[config.mk]
export PLATFORM = sky130hd
export DESIGN_NAME = dec_key_sched_ctrl
export DESIGN_NICKNAME = d
export VERILOG_FILES = /design/src/rtl/dec_key_sched_ctrl.sv
export SDC_FILE = /design/constraint.sdc
export NUM_CORES = 1
export LEC_CHECK = 0
export CAP_MARGIN = 40
export CORE_MARGIN = 2
export CORE_UTILIZATION = 25
export CTS_CLUSTER_SIZE = 28
export DETAILED_ROUTE_END_ITERATION = 10
export PLACE_DENSITY_LB_ADDON = 0.3
export SYNTH_ARGS = -nofsm -noshare
export SYNTH_HDL_FRONTEND = slang
export SYNTH_SLANG_ARGS = --single-unit
[constraint.sdc]
create_clock -name clk -period 2.07 [get_ports clk]
set_clock_uncertainty 0.2 [all_clocks]
set_input_delay 0.207 -clock clk [delete_from_list [all_inputs] [get_ports clk]]
set_output_delay 0.207 -clock clk [all_outputs]
set_load 0.01 [all_outputs]
[src/rtl/dec_key_sched_ctrl.sv]
// Decryption key-schedule sequencer: loads the final-round key state and streams
// round keys ROUNDS..0 over valid/ready, stepping the external key-update datapath once per transfer.
module dec_key_sched_ctrl #(
    parameter int ROUNDS = 25,
    parameter int KEY_W  = 80,
    parameter int RK_W   = 64,
    parameter int RND_W  = 5
) (
    input  logic             clk,
    input  logic             rst,
    input  logic             i_start,
    input  logic             i_abort,
    input  logic [KEY_W-1:0] i_last_key,
    output logic [KEY_W-1:0] o_ks_oldkey,
    output logic [RND_W-1:0] o_round_counter,
    input  logic [KEY_W-1:0] i_ks_newkey,
    output logic             o_rk_valid,
    input  logic             i_rk_ready,
    output logic [RK_W-1:0]  o_round_key,
    output logic [RND_W-1:0] o_rk_round,
    output logic             o_busy,
    output logic             o_done
);

    localparam logic [RND_W-1:0] FIRST_RND = RND_W'(ROUNDS);

    typedef enum logic [1:0] {
        IDLE = 2'd0,
        EMIT = 2'd1,
        DONE = 2'd2
    } state_t;

    state_t             state_q, state_d;
    logic [KEY_W-1:0]   key_q, key_d;
    logic [RND_W-1:0]   rnd_q, rnd_d;

    always_ff @(posedge clk or negedge rst) begin
        if (!rst) begin
            state_q <= IDLE;
            key_q   <= '0;
            rnd_q   <= '0;
        end else begin
            state_q <= state_d;
            key_q   <= key_d;
            rnd_q   <= rnd_d;
        end
    end

    // Abort wins over start and transfer; round 0 transfer leaves key/round untouched.
    always_comb begin
        state_d = state_q;
        key_d   = key_q;
        rnd_d   = rnd_q;
        if (i_abort) begin
            state_d = IDLE;
            key_d   = '0;
            rnd_d   = '0;
        end else begin
            case (state_q)
                IDLE: begin
                    if (i_start) begin
                        key_d   = i_last_key;
                        rnd_d   = FIRST_RND;
                        state_d = EMIT;
                    end
                end
                EMIT: begin
                    if (i_rk_ready) begin
                        if (rnd_q == '0) begin
                            state_d = DONE;
                        end else begin
                            key_d = i_ks_newkey;
                            rnd_d = rnd_q - 1'b1;
                        end
                    end
                end
                DONE:    state_d = IDLE;
                default: state_d = IDLE;
            endcase
        end
    end

    // All outputs are decoded from registers only, so nothing combinational reaches them from ready.
    assign o_ks_oldkey     = key_q;
    assign o_round_counter = rnd_q;
    assign o_round_key     = key_q[KEY_W-1 -: RK_W];
    assign o_rk_round      = rnd_q;
    assign o_rk_valid      = (state_q == EMIT);
    assign o_busy          = (state_q == EMIT);
    assign o_done          = (state_q == DONE);

endmodule

==> run_results.csv <==
group,metric,value,unit
sta,relSlewSlack,0.669,
clock_tree,clockBufferDepth,2,
detailed_routing,drt_iter0_drc,274,
detailed_routing,first_pass_iters,4,
placement,io_buffers,321,
logic_synthesis,yosys_register_bits,87,
finish,final_area,10000,um2
global_routing,grt_pass1_vias,5238,
critical_path,regToRegStartpoint,"o_rk_round[1]",
flow_run,drv_cap,0,
logic_synthesis,synthCells,579,
logic_synthesis,yosys.area_share.xor_xnor,0,
pwr,switchingPower,1.99,mW
placement,pre_cts_slack,-193,ps
detailed_routing,vias,5708,
logic_synthesis,synth_area_leaders,"dfrtp_1 (38%), mux2i_1 (14%), a221o_1 (14%), buf_4 (9.3%), and3_1 (8.5%)",
detailed_routing,totalWireLength,21600,um
sta,finalCriticalPeriod,2050,ps
clock_tree,cts-root-buf,"clkbuf_16",
pwr,clock_power_share,0.278,
sta,max_freq,487,MHz
detailed_routing,wl_per_cell,18.9,um
logic_synthesis,yosys.area.top_type,"dfrtp_1",
finish,num-nets-final,1023,
sta,rsz0062_at_grt,"yes",
pwr,ir_drop,0.329,mV
logic_synthesis,synth_top_family_by_area,"simple AND/OR/NAND/NOR gates",
logic_synthesis,synth_edf_count,0,
clock_tree,cts.sinks,87,
finish,finalNonFillerCells,1145,
critical_path,worstSetupPathType,"reg2reg",
pwr,internal_power,4.75,mW
logic_synthesis,synth_top_area_share,0.376,
critical_path,crit_slowest_cell,"dfrtp_1",
logic_synthesis,avgSynthCellArea,10.0,um2
detailed_routing,via_per_inst,4.99,
global_routing,grt.total_usage,0.151,
finish,multi_input_area,2870,um2
critical_path,crit_required,2090,ps
floorplan,dieWidth,156,um
sta,fin_crit_sh,0.992,
detailed_routing,drcViolationCount,0,
floorplan,fp.dieH,156,um
worst_hold_path,hp-class,"in2async",
clock_tree,tritoncts,"done",
logic_synthesis,synth_compound_area_frac,0.153,
finish,area_delta_synth_final,72.9,%
critical_path,crit_chain,"inv_2 -> ha_4 -> nor4b_4 -> and2_4 -> buf_12 -> buf_8 -> clkbuf_16 -> and3_1 -> a221o_1",
global_routing,gr-total-overflow,0,
pwr,combPwrFrac,0.400,
critical_path,crit_path_end_kind,"flop",
placement,placement.cell_area,9060,um2
global_routing,antenna_found_initial,0,
finish,fillers,2182,
critical_path,reg2reg_slack,20,ps
floorplan,std_cell_rows,55,
clock_tree,h-tree-depth,3,
sta,setup_slack,17.3,ps
logic_synthesis,ys_types,31,
floorplan,die_area,24400,um2
pwr,seqPwrFrac,0.322,
placement,dp_hpwl,13900,um
critical_path,worstRegToRegCells,9,
pwr,sw_frac_of_total,0.295,
finish,antenna_cells,0,
logic_synthesis,synthArstFlopShare,1.00,
logic_synthesis,synthAdderAreaFrac,0.00216,
sta,finalHoldViolCount,0,
finish,fin_util,0.441,
logic_synthesis,synth_ff_type,"dfrtp_1",
global_routing,grt_max_degree,77,
run_status,run_status,"completed",
logic_synthesis,syn_area,5800,um2
logic_synthesis,syn_nets,745,
logic_synthesis,synthSimpleGateAreaFrac,0.173,
critical_path,startpoint_type,"flop",
floorplan,num_io_pins,322,
sta,setup-violations-final,0,
detailed_routing,final_antenna_net_count,0,
sta,whs,198,ps
clock_tree,clkTransAtPathRegs,60,ps
clock_tree,insertion_delay,340,ps
critical_path,path_max_fanout,5,
logic_synthesis,yosysSeqAreaShare,0.376,
critical_path,r2r-end,"o_ks_oldkey[9]",
placement,placedCellCount,1104,
clock_tree,cts_buffers,9,
finish,layout_common_cells,"clkdlybuf4s50_1 (318), dfrtp_1 (87), mux2i_1 (80)",
global_routing,grt_pass1_wl,28800,um
logic_synthesis,muxShareOfSynthArea,0.142,
critical_path,cp.arrival,2070,ps
finish,layout_commonest_cell,"clkdlybuf4s50_1",
finish,layout-drive-gt1-share,0.147,
floorplan,initial_utilization,0.255,
sta,worst_pin_slew,496,ps
pwr,p_leak,4.34,nW
finish,area.sequential,2180,um2
pwr,p_per_area,673,nW/um2
sta,slew_viol_final,0,
placement,gp_congestion,0.772,
floorplan,coreArea,22700,um2
logic_synthesis,synth.yosys.warnings,0,
critical_path,max_stage_delay,370,ps
cell usage after synthesis (all sizes together) (2+ instances only):
cell,count
a21oi,2
a221o,79
a22o,2
and3,79
buf,104
clkbuf,29
dfrtp,87
inv,6
mux2i,81
nand2,7
nand3,3
nor2,4
nor3,81
o211ai,2
o31a,2
o31ai,2
metal layers:
metal | vias up | global-route usage | wire length (um)
met4 | 0 | 0.0380 | 237
met2 | 250 | 0.270 | 10900
met3 | 15 | 0.0324 | 1400
met1 | 2745 | 0.183 | 9050
li1 | 2698 | - | -
met5 | - | 0 | 0
final cells by class:
class / instances / share of cell area
tap: 285 / 0.0356
clock buffer: 10 / 0.0239
inverter: 6 / 0.00275
timing repair buffer: 400 / 0.425
multi-input combinational: 353 / 0.286
clock inverter: 4 / 0.00949
sequential: 87 / 0.217
metrics by stage:
stage                     setup TNS (ps)  power, mW
after floorplan                    -9590       3.39
after global placement            -10610       4.64
after detailed placement          -12760       4.67
after CTS                          -93.5       6.64
after global routing               -2550       7.07
final                                  0       6.74
kinds of logic after synthesis:
kind of cell,count (synthesis)
AND/OR/NAND/NOR,178
adder cells (fa/ha/maj),1
buffers and inverters,139
AO/OA/AOI/OAI,92
multiplexers,82
flip-flops,87
repair_timing:
item,in CTS,in global routing
gates cloned,2,14
endpoints found under the hold margin,31,0
endpoints found under the setup margin,42,80
pin swaps,1,3
setup buffers,2,9
hold buffers,1,0
resized for setup,9,37
power by group through the flow:
stage	clock network [mW]	logic, mW	registers (mW)
3_3_place_gp	0	2.46	2.18
5_1_grt	1.99	2.88	2.20
3_5_place_dp	0	2.48	2.19
4_1_cts	1.93	2.55	2.17
6_report	1.88	2.70	2.17
2_1_floorplan	0	1.15	2.24
flip-flops by register name, indices dropped and copies added (netlist names):
signal / count
o_ks_oldkey: 80
state_q: 2
o_rk_round: 5
critical path, delay by kind of cell, from the launching register on:
| kind | cells | cell delay [ps] |
|---|---|---|
| AOI/OAI and AO/OA | 1 | 260 |
| adders and majority gates | 1 | 150 |
| buffers and inverters | 4 | 490 |
| DFF | 1 | 370 |
| and+or+nand+nor | 3 | 460 |
how the worst max path moves through the flow:
stage,from,end
floorplan,o_rk_round[1],o_ks_oldkey[0]
global placement,i_rk_ready,o_ks_oldkey[73]
detailed placement,i_rk_ready,o_ks_oldkey[79]
CTS,state_q[1],o_ks_oldkey[53]
global route,o_rk_round[0],o_ks_oldkey[77]
finish,o_rk_round[1],o_ks_oldkey[9]
No activity file was read; power rests on OpenSTA's default activity.
